### src/rtl/ysyx_25020047_pkg.sv
// Shared types and constants for the ysyx_25020047 instruction fetch unit.
package ysyx_25020047_pkg;

  localparam logic [31:0] RESET_PC_DEFAULT = 32'h8000_0000;
  localparam int          INST_BYTES       = 4;

  typedef enum logic [2:0] {
    ST_REQ      = 3'd0,
    ST_WAIT_RSP = 3'd1,
    ST_HOLD     = 3'd2,
    ST_WAIT_NPC = 3'd3,
    ST_FAULT    = 3'd4
  } ifu_state_e;

endpackage

### src/rtl/ysyx_25020047_ifu_if.sv
// Fetch-unit bus bundle: the instruction-memory request/response channel, the decode
// handoff and the back-end next-PC commit. The IFU uses the master modport.
interface ysyx_25020047_ifu_if #(
    parameter int XLEN = 32
);
    logic            imem_req_valid;
    logic            imem_req_ready;
    logic [XLEN-1:0] imem_addr;
    logic            imem_rsp_valid;
    logic [XLEN-1:0] imem_rsp_data;
    logic            inst_valid;
    logic            inst_ready;
    logic [XLEN-1:0] inst;
    logic [XLEN-1:0] pc;
    logic [XLEN-1:0] snpc;
    logic            dnpc_valid;
    logic [XLEN-1:0] dnpc;
    logic [31:0]     fetch_cnt;
    logic            fetch_fault;

    modport master (
        output imem_req_valid, imem_addr, inst_valid, inst, pc, snpc, fetch_cnt, fetch_fault,
        input  imem_req_ready, imem_rsp_valid, imem_rsp_data, inst_ready, dnpc_valid, dnpc
    );

    modport slave (
        input  imem_req_valid, imem_addr, inst_valid, inst, pc, snpc, fetch_cnt, fetch_fault,
        output imem_req_ready, imem_rsp_valid, imem_rsp_data, inst_ready, dnpc_valid, dnpc
    );
endinterface

### src/rtl/ysyx_25020047_ifu.sv
// Non-pipelined instruction fetch unit: one fetch in flight, waits for the committed dnpc.
// Optional macro YSYX_25020047_IFU_ALIGN_CHK_EN traps misaligned dnpc into a sticky FAULT state.
module ysyx_25020047_ifu
    import ysyx_25020047_pkg::*;
#(
    parameter int              XLEN     = 32,
    parameter logic [XLEN-1:0] RESET_PC = XLEN'(RESET_PC_DEFAULT)
) (
    input logic                 clk,
    input logic                 rst,
    ysyx_25020047_ifu_if.master bus
);
    ifu_state_e      state_q, state_d;
    logic [XLEN-1:0] pc_q, pc_d;
    logic [XLEN-1:0] inst_q, inst_d;
    logic [31:0]     fetch_cnt_q, fetch_cnt_d;

    always_ff @(posedge clk) begin
        if (!rst) begin
            state_q     <= ST_REQ;
            pc_q        <= RESET_PC;
            inst_q      <= '0;
            fetch_cnt_q <= '0;
        end else begin
            state_q     <= state_d;
            pc_q        <= pc_d;
            inst_q      <= inst_d;
            fetch_cnt_q <= fetch_cnt_d;
        end
    end

    always_comb begin
        state_d     = state_q;
        pc_d        = pc_q;
        inst_d      = inst_q;
        fetch_cnt_d = fetch_cnt_q;
        case (state_q)
            ST_REQ: begin
                if (bus.imem_req_ready) state_d = ST_WAIT_RSP;
            end
            ST_WAIT_RSP: begin
                if (bus.imem_rsp_valid) begin
                    inst_d  = bus.imem_rsp_data;
                    state_d = ST_HOLD;
                end
            end
            ST_HOLD: begin
                if (bus.inst_ready) begin
                    fetch_cnt_d = fetch_cnt_q + 32'd1;
                    state_d     = ST_WAIT_NPC;
                end
            end
            ST_WAIT_NPC: begin
                if (bus.dnpc_valid) begin
                    pc_d = bus.dnpc;
`ifdef YSYX_25020047_IFU_ALIGN_CHK_EN
                    state_d = (bus.dnpc[1:0] != 2'b00) ? ST_FAULT : ST_REQ;
`else
                    state_d = ST_REQ;
`endif
                end
            end
            ST_FAULT: state_d = ST_FAULT;
            default:  state_d = ST_REQ;
        endcase
    end

    assign bus.imem_req_valid = (state_q == ST_REQ);
    assign bus.imem_addr      = pc_q;
    assign bus.inst_valid     = (state_q == ST_HOLD);
    assign bus.inst           = inst_q;
    assign bus.pc             = pc_q;
    assign bus.snpc           = pc_q + XLEN'(INST_BYTES);
    assign bus.fetch_cnt      = fetch_cnt_q;
`ifdef YSYX_25020047_IFU_ALIGN_CHK_EN
    assign bus.fetch_fault    = (state_q == ST_FAULT);
`else
    assign bus.fetch_fault    = 1'b0;
`endif

endmodule
### src/flat_wrapper.sv
// flat-port wrapper written by rule: the top's interface ports become plain ports
module ysyx_25020047_ifu_flat import ysyx_25020047_pkg::*;
#(
    parameter int              XLEN     = 32,
    parameter logic [XLEN-1:0] RESET_PC = XLEN'(RESET_PC_DEFAULT)
)
  (clk, rst, bus_imem_req_valid, bus_imem_addr, bus_inst_valid, bus_inst, bus_pc, bus_snpc, bus_fetch_cnt, bus_fetch_fault, bus_imem_req_ready, bus_imem_rsp_valid, bus_imem_rsp_data, bus_inst_ready, bus_dnpc_valid, bus_dnpc);
  ysyx_25020047_ifu_if #(.XLEN(XLEN)) bus_i ();
  input logic clk;
  input logic rst;
  output wire logic [$bits(bus_i.imem_req_valid)-1:0] bus_imem_req_valid;
  output wire logic [$bits(bus_i.imem_addr)-1:0] bus_imem_addr;
  output wire logic [$bits(bus_i.inst_valid)-1:0] bus_inst_valid;
  output wire logic [$bits(bus_i.inst)-1:0] bus_inst;
  output wire logic [$bits(bus_i.pc)-1:0] bus_pc;
  output wire logic [$bits(bus_i.snpc)-1:0] bus_snpc;
  output wire logic [$bits(bus_i.fetch_cnt)-1:0] bus_fetch_cnt;
  output wire logic [$bits(bus_i.fetch_fault)-1:0] bus_fetch_fault;
  input wire logic [$bits(bus_i.imem_req_ready)-1:0] bus_imem_req_ready;
  input wire logic [$bits(bus_i.imem_rsp_valid)-1:0] bus_imem_rsp_valid;
  input wire logic [$bits(bus_i.imem_rsp_data)-1:0] bus_imem_rsp_data;
  input wire logic [$bits(bus_i.inst_ready)-1:0] bus_inst_ready;
  input wire logic [$bits(bus_i.dnpc_valid)-1:0] bus_dnpc_valid;
  input wire logic [$bits(bus_i.dnpc)-1:0] bus_dnpc;
  assign bus_imem_req_valid = bus_i.imem_req_valid;
  assign bus_imem_addr = bus_i.imem_addr;
  assign bus_inst_valid = bus_i.inst_valid;
  assign bus_inst = bus_i.inst;
  assign bus_pc = bus_i.pc;
  assign bus_snpc = bus_i.snpc;
  assign bus_fetch_cnt = bus_i.fetch_cnt;
  assign bus_fetch_fault = bus_i.fetch_fault;
  assign bus_i.imem_req_ready = bus_imem_req_ready;
  assign bus_i.imem_rsp_valid = bus_imem_rsp_valid;
  assign bus_i.imem_rsp_data = bus_imem_rsp_data;
  assign bus_i.inst_ready = bus_inst_ready;
  assign bus_i.dnpc_valid = bus_dnpc_valid;
  assign bus_i.dnpc = bus_dnpc;
  ysyx_25020047_ifu #(.XLEN(XLEN), .RESET_PC(RESET_PC)) u_core (.clk(clk), .rst(rst), .bus(bus_i));
endmodule
### config.mk
export PLATFORM = sky130hd
export DESIGN_NAME = ysyx_25020047_ifu_flat
export DESIGN_NICKNAME = d
export VERILOG_FILES = /design/src/rtl/ysyx_25020047_pkg.sv /design/src/rtl/ysyx_25020047_ifu_if.sv /design/src/rtl/ysyx_25020047_ifu.sv /design/src/flat_wrapper.sv
export SDC_FILE = /design/constraint.sdc
export NUM_CORES = 1
export LEC_CHECK = 0
export CAP_MARGIN = 20
export CORE_UTILIZATION = 40
export CTS_CLUSTER_DIAMETER = 50
export DETAILED_ROUTE_END_ITERATION = 12
export PLACE_DENSITY_LB_ADDON = 0.12
export SYNTH_ARGS = -nofsm -noshare
export SYNTH_HDL_FRONTEND = slang
export SYNTH_SLANG_ARGS = --single-unit
### constraint.sdc
create_clock -name clk -period 2.3 [get_ports clk]
set_input_delay 0.23 -clock clk [delete_from_list [all_inputs] [get_ports clk]]
set_output_delay 0.23 -clock clk [all_outputs]
set_load 0.01 [all_outputs]
* Yosys cells after proc, flatten, opt, wreduce, memory -nomap -nowiden
Cells that the tools add are included.
** Word-level totals
- Flip-flop bits (word level) :: 99
- Input bits :: 70
- Output and inout port bits :: 163
- Word-level logic and storage cells :: 24
** Operators by class
- $add $sub $neg :: 2
- Eq/ne operators :: 8
- Mux-type cells :: 5
- Reduce and logical (&&, ||, !) cells :: 5
** Operator list (count)
- 32-bit by 1-bit adder with 32-bit output (second input constant) :: 1
- 32-bit by 3-bit adder with 32-bit output (second input constant) :: 1
- 3-bit case mux with 5 select lines :: 1
- 3-bit two-way mux :: 4
- 3-bit by 2-bit == test with 1-bit output (second input constant) :: 2
- 2-bit AND reduction :: 3
- 2-bit by 1-bit inequality test with 1-bit output (second input constant) :: 2
- 2-bit inequality test (second input constant) :: 2
- 4-bit AND reduction :: 1
- 3-bit by 1-bit == test with 1-bit output (second input constant) :: 1
- 3-bit == test (second input constant) :: 1
- 3-bit zero test :: 1

* Depth between registers and ports, before layout
Gate-level depths: netlist of the first run.
- Depth in word-level cells :: 3
- Depth in mapped cells :: 8
- Depth with buffers taken out :: 5

* Worst setup path before layout of the first run
No wires, ideal clock.
- Kind :: reg-to-output
- Start :: reg u_core.pc_q[2], in the netlist u_core.bus.imem_addr[2]
- End :: out bus_snpc[26]
- Arrival :: 1.730 ns
- Data required time :: 2.070 ns
- Slack :: 0.340 ns
- Cell stages (with the launch flop) :: 7
- Buffers on the path :: 1
- Cells stage by stage :: dfxtp_1 > ha_1 > clkbuf_1 > nand2_1 > nor4_2 > nand4_1 > xnor2_1
** Between the ends
- Longest elaborated chain between the ends :: 1
** RTL lines
- from (decl) :: line ysyx_25020047_ifu.sv:14 : logic [XLEN-1:0] pc_q, pc_d;
- from (signal assigned) :: line ysyx_25020047_ifu.sv:26 : pc_q <= pc_d;
- 32-bit by 3-bit adder with 32-bit output :: line ysyx_25020047_ifu.sv:73 : assign bus.snpc = pc_q + XLEN'(INST_BYTES);
- to (decl) :: line flat_wrapper.sv:16 : output wire logic [$bits(bus_i.snpc)-1:0] bus_snpc;
Every way passes these cells.

* Worst setup path after layout of the first run
- Start :: reg u_core.pc_q[11], in the netlist u_core.bus.imem_addr[11]
- End :: out bus_snpc[31]
The elaborated chain is that of the path after synthesis.

==> metrics.txt, run 1 <==
status finished, violations left; failing checks design-rule violations; Worst VDD drop 0.0004950 V; Setup crit end kind primary output; Synth cell types 40; total gr overflow 0; Crit path arrival time 1.99 ns; CP Launch Type register; endpoints failing setup 0; Clk Latency, worst-skew pair 0.34 ns; DIE HEIGHT 111.0 um; drt total wl 14340 um; Max transition margin 62.20%; final instance area 7481 um2; clock-pin slew on the worst setup and hold paths 0.07 ns; ANT nets after route 0; Clock Power Share 43.5%; Pint 0.002942 W; Placed Area 7116 um2; Post-DP HPWL 10500 um; initial antenna violation count 1; Syn Area/Cell 7.933 um2; Leakage 2.751 nW; area share of the largest cell type after synthesis 41.71%; Flop pwr share 47.0%; min Tclk post-route 2.222 ns; Starting DRT DRC Count 327; worst-margin pin slew 0.5656 ns; Final Util 64.96%; combinational power share 9.6%; post-synthesis async set-or-reset flop share 0%; Post-synth EDFFs 0; I/O Buffers 231; Max Fclk 450.0 MHz; Root Buffer clkbuf_16; area delta synth->final 57.42%; FP Rows 39; RSZ-0062 raised after global routing yes; largest area contributor in the netlist dfxtp_1; first-pass GRT wire length 23140 um; synth top area cells dfxtp_1 (42%), nand2_1 (12%), a21oi_1 (8.3%); Max Cap Viol 0; Synth Flop Type dfxtp_1; Pins Over Slew Limit 0; htree depth 3; CTS tree done; Vias/cell 5.158; total CTS buffers 9; die width 111.0 um; number of global-route vias before repair 4717; largest net degree at the start of global routing 41; DIE AREA 12320 um2; synthesized area 4752 um2; Synth Net Count 671; Residual DRC 40; total number of vias 4983; Nets 889; Final Hold Fails 0; Pwr Density 503.0 nW/um2; clk buf depth 2; Setup Total Neg Slack 0 ns; synth warn 0; Max FO, Critical Path 5; GPL Wtd Cong 0.8299; Starting Density 41.26%; Total GRT Usage 22.95%; Min-Delay Path Class in2reg; worst setup margin 0.07801 ns; layout cells sized above 1 10.46%; Clock Sinks 99; Crit Path Category reg2out; Sw Share 21.82%; P_sw 0.0008212 W; Hold Worst Slack 0.4335 ns; pre-CTS worst setup slack 0.07870 ns; wire length per cell 14.85 um; FILL cells 1009; Core Footprint 11520 um2; Final Skew 0.005646 ns; io pins 233; Worst Path Required 2.07 ns; crit share post-route 96.61%; Syn Inst Count 599; first-pass iteration count of the detailed router 10; post-synthesis sequential area ratio 41.71%; #FFs+latches synth 99
Yosys cell counts (all sizes together), types with 2 or more instances:
cell type  number
nand4          19
inv             3
o31ai          10
nor2           18
or4            10
and4            9
or3             6
xor2           12
nor2b           2
clkbuf         26
nand2         157
ha              2
dfxtp          99
buf            42
nand3          24
o21ai           6
nand2b          8
mux2i           7
and2            3
nor4            9
xnor2          25
a21oi          79
and3           13
power groups by stage:
stage	clock network [W]	logic [W]	registers [W]
CTS	0.00168	0.000363	0.00177
detailed placement	0	0.000363	0.00181
floorplan	0	0.000123	0.00182
global placement	0	0.000358	0.00180
global route	0.00175	0.000387	0.00177
finish	0.00164	0.000360	0.00177
worst paths after layout:
kind / from / end / slack [ns] / cells after the start
setup reg to reg: u_core.bus.fetch_cnt[3] / u_core.bus.fetch_cnt[21] / 0.31 / 4
setup / recovery: u_core.bus.imem_addr[11] / bus_snpc[31] / 0.08 / 8
hold reg to reg: u_core.bus.inst[13] / u_core.bus.inst[13] / 0.45 / 2
hold / removal: bus_imem_rsp_data[29] / u_core.bus.inst[29] / 0.43 / 3
layout by cell type (no fill, tap or decap), drive strengths merged, types with 4 or more instances in the layout:
cell / instances
and3: 13
nor2: 18
mux2i: 7
nand4: 19
xnor2: 25
nand3: 24
nor4: 9
clkbuf: 19
a21oi: 79
o21ai: 6
and4: 9
nand2: 157
o31ai: 10
inv: 4
clkdlybuf4s50: 209
dfxtp: 99
buf: 47
or3: 6
dlygate4sd2: 7
xor2: 12
or4: 10
nand2b: 8
through the flow:
stage | cells | total power (W)
3_5_place_dp | 940 | 0.002169
4_1_cts | 961 | 0.003808
2_1_floorplan | 599 | 0.001939
6_report | 966 | 0.003763
5_1_grt | 966 | 0.003905
3_3_place_gp | 940 | 0.002162
cells by family (layout without fill, tap and decap cells):
logic type | Yosys count | count (layout) | share of synthesized area [%]
DFF | 99 | 99 | 41.71
buffers and inverters | 71 | 294 | 9.083
xor gates and xnor gates | 37 | 37 | 6.819
adders and majority gates | 2 | 2 | 0.5265
other | 1 | 2 | 0.07891
muxes | 7 | 7 | 1.475
AOI/OAI and AO/OA | 99 | 99 | 11.16
and+or+nand+nor | 283 | 283 | 29.15
critical path, stage by stage (launching register included):
cell and delay, ns:
dfxtp_2 0.34, nand4_1 0.21, nor4_2 0.32, buf_4 0.18
buf_6 0.10, buf_6 0.08, nand4_1 0.09, xnor2_1 0.18
buf_2 0.15
registers in the layout (all words and copies together) (netlist names):
name                  count
u_core.bus.fetch_cnt     32
u_core.state_q            3
u_core.bus.inst          32
u_core.bus.imem_addr     32
timing repair:
action | 4_1_cts | 5_1_grt
setup endpoints to repair | 19 | 14
buffers inserted | 5 | 4
resized for setup | 24 | 36
pin swaps | 3 | 8
hold buffers | 0 | 0
final cells by class:
type	instances	area, um2	share of cell area, %
Timing Repair Buffer	275	2614	34.94
Multi-Input combinational cell	429	2362	31.58
Sequential cell	99	1986	26.54
Clock buffer	10	239.0	3.195
Tap cell	143	178.9	2.392
Clock inverter	6	87.58	1.171
Inverter	3	11.26	0.1505
Antenna cell	1	2.502	0.03345
per-layer routing:
| metal | vias to the layer above | wire (um) | global-route usage (%) |
|---|---|---|---|
| met5 | - | 0 | 0 |
| met1 | 2335 | 5907 | 26.82 |
| met2 | 179 | 7157 | 40.71 |
| li1 | 2446 | - | - |
| met4 | 0 | 311 | 8.219 |
| met3 | 23 | 966 | 5.467 |
Note: power is estimated with default switching activity, not from simulation.
==> run 2: changes to the inputs <==
--- a/config.mk
+++ b/config.mk
@@ -10,6 +10,7 @@
 export CTS_CLUSTER_DIAMETER = 50
 export DETAILED_ROUTE_END_ITERATION = 12
 export PLACE_DENSITY_LB_ADDON = 0.12
+export SLEW_MARGIN = 20
 export SYNTH_ARGS = -nofsm -noshare
 export SYNTH_HDL_FRONTEND = slang
 export SYNTH_SLANG_ARGS = --single-unit
==> constraint.sdc (replaced) <==
create_clock -name clk -period 2.8 [get_ports clk]
set_input_delay 0.28 -clock clk [delete_from_list [all_inputs] [get_ports clk]]
set_output_delay 0.28 -clock clk [all_outputs]
set_load 0.01 [all_outputs]
==> metrics.txt, run 2 (synthesized netlist as in run 1, its figures left out) <==
wire length per cell 14.95 um (+0.69%); CTS tree done; layout cells sized above 1 5.429% (-5.0 points); Max Fclk 368.2 MHz; Max Cap Viol 0 (unchanged); Residual DRC 40 (unchanged); critical path's slowest cell clkdlybuf4s50_1; Max stage delay on crit path 0.57 ns (+0.23 ns); Worst Path Required 2.52 ns (+0.45 ns); Leakage 2.481 nW (-9.8%); Final Hold Fails 0 (unchanged); io pins 233 (unchanged); CP Launch Type register; Post-DP HPWL 10270 um (-2.2%); clk buf depth 2 (unchanged); total gr overflow 0 (unchanged); GPL Wtd Cong 0.8905 (+7.3%); Total GRT Usage 22.42% (-0.53 points); Sw Share 23.22% (+1.4 points); Pint 0.002258 W (-23%); first-pass GRT wire length 22390 um (-3.2%); htree depth 3 (unchanged); Starting DRT DRC Count 376 (+15%); clock-pin slew on the worst setup and hold paths 0.07 ns (about the same); area delta synth->final 52.24%; RSZ-0062 raised after global routing no; Min-Delay Path Class reg2reg; Setup crit end kind primary output; combinational power share 9.7% (about the same); Flop pwr share 49.5% (+2.5 points); FILL cells 1030 (+2.1%); FP Rows 39 (unchanged); DIE HEIGHT 111.0 um (unchanged); ANT nets after route 0 (unchanged); failing checks design-rule violations; Crit path arrival time 2.44 ns (+0.45 ns); Clock Sinks 99 (unchanged); Crit Path Category reg2out; endpoints failing setup 0 (unchanged); critical path, cell by cell nand4_1, buf_4, nor4_2, buf_4, nand3_1, xnor2_1, clkdlybuf4s50_1; crit share post-route 96.99%; total number of vias 4885 (-2.0%); I/O Buffers 231 (unchanged); P_sw 0.0006828 W (-17%); worst-margin pin slew 0.6014 ns (+0.03578 ns); Pwr Density 406.4 nW/um2 (-19%); min Tclk post-route 2.716 ns; Starting Density 41.26% (unchanged); CP Buf/Inv Count 3 (-1); Max transition margin 59.87% (-2.3 points); Root Buffer clkbuf_16; Worst VDD drop 0.0003070 V (-38%); largest net degree at the start of global routing 56 (+37%); first-pass iteration count of the detailed router 9 (-1); placed cells 918 (-2.3%); Nets 859 (-3.4%); Clock Power Share 40.8% (-2.7 points); status finished, violations left; total CTS buffers 9 (unchanged); die width 111.0 um (unchanged); non-filler cells in the finished layout 935 (-3.2%); Final Skew 0.009227 ns (+0.003580 ns); CP dominant cell by count buf_4; commonest cells after routing, fill and taps aside clkdlybuf4s50_1 (228), nand2_1 (156), dfxtp_1 (94); initial antenna violation count 0 (-1); Core Footprint 11520 um2 (unchanged); commonest non-fill, non-tap cell in the layout clkdlybuf4s50_1; Pins Over Slew Limit 0 (unchanged); number of global-route vias before repair 4417 (-6.4%); Antenna Diode Count 0 (-1); cell class contributing the biggest share of worst-path delay buffers and inverters; Setup Total Neg Slack 0 ns (unchanged); DIE AREA 12320 um2 (unchanged); Clk Latency, worst-skew pair 0.34 ns (about the same); Max FO, Critical Path 7 (+2); drt total wl 13980 um (-2.5%); Vias/cell 5.225 (+1.3%)
==> run 2: cell count changes in the layout (fill, tap and decap cells not counted), moves of 2 or more <==
| cell | change |
|---|---|
| buf_4 | -26 |
| clkdlybuf4s50_1 | +19 |
| clkbuf_2 | -9 |
| dlygate4sd2_1 | -7 |
| buf_2 | -3 |
| buf_12 | -2 |
| buf_6 | -2 |
| bufinv_16 | -2 |
| dfxtp_1 | -2 |
| dfxtp_2 | +2 |
| nor2_1 | +2 |
| nor2_2 | -2 |
==> run 2: worst min-delay path, cell delays in order (launching register included) <==
cell     delay, ns
dfxtp_1       0.31
nand2_1       0.05
a21oi_1       0.05
==> run 2: metrics by stage <==
stage          setup WS, ns  hold WS (ns)  instance area [um2]  power (W)  util, %
6_report            0.08416        0.4534                 7234   0.002940    62.82
3_3_place_gp         0.4358        0.4408                 6925   0.001769    60.14
2_1_floorplan        0.7895        0.4042                 4752   0.001592        -
3_5_place_dp         0.3533        0.4465                 6925   0.001774    60.14
4_1_cts             0.05213        0.4560                 7221   0.002973    62.70
5_1_grt            0.007068        0.4743                 7234   0.003065    62.82
==> run 2: layout make-up <==
class	count	area, um2	share of cell area (%)
Tap cell	143	178.9	2.473
Timing Repair Buffer	245	2425	33.52
Multi-Input combinational cell	429	2344	32.39
Sequential cell	99	1988	27.48
Clock buffer	11	252.7	3.494
Clock inverter	5	35.03	0.4843
Inverter	3	11.26	0.1557
==> run 2: path summary, 6_finish.rpt <==
path / start / end / slack, ns / depth (start not counted)
hold / removal: u_core.bus.inst[10] / u_core.bus.inst[10] / 0.45 / 2
hold reg to reg: u_core.bus.inst[10] / u_core.bus.inst[10] / 0.45 / 2
setup reg to reg: u_core.bus.fetch_cnt[4] / u_core.bus.fetch_cnt[13] / 0.82 / 4
setup / recovery: u_core.bus.imem_addr[6] / bus_snpc[22] / 0.08 / 7
==> run 2: per-layer routing <==
metal | vias up | wire (um) | track usage (%) | part of all wire, %
li1 | 2398 | - | - | -
met2 | 195 | 6916 | 38.66 | 49
met4 | 0 | 344 | 9.680 | 2.5
met3 | 25 | 1024 | 5.030 | 7.3
met5 | - | 0 | 0 | 0
met1 | 2267 | 5693 | 26.69 | 41
==> run 2: timing repair <==
item                                    4_1_cts  5_1_grt
endpoints found under the setup margin        2       10
hold buffers                                  0        0
gates resized for setup                       0        8
setup buffers                                 1        0
pin swaps                                     1        2
==> run 2: power groups by stage <==
stage / Sequential, W / Clock, W / Combinational (W)
floorplan: 0.00149 / 0 / 0.000101
global placement: 0.00149 / 0 / 0.000284
detailed placement: 0.00149 / 0 / 0.000287
CTS: 0.00145 / 0.00123 / 0.000288
global route: 0.00146 / 0.00130 / 0.000309
finish: 0.00145 / 0.00120 / 0.000285
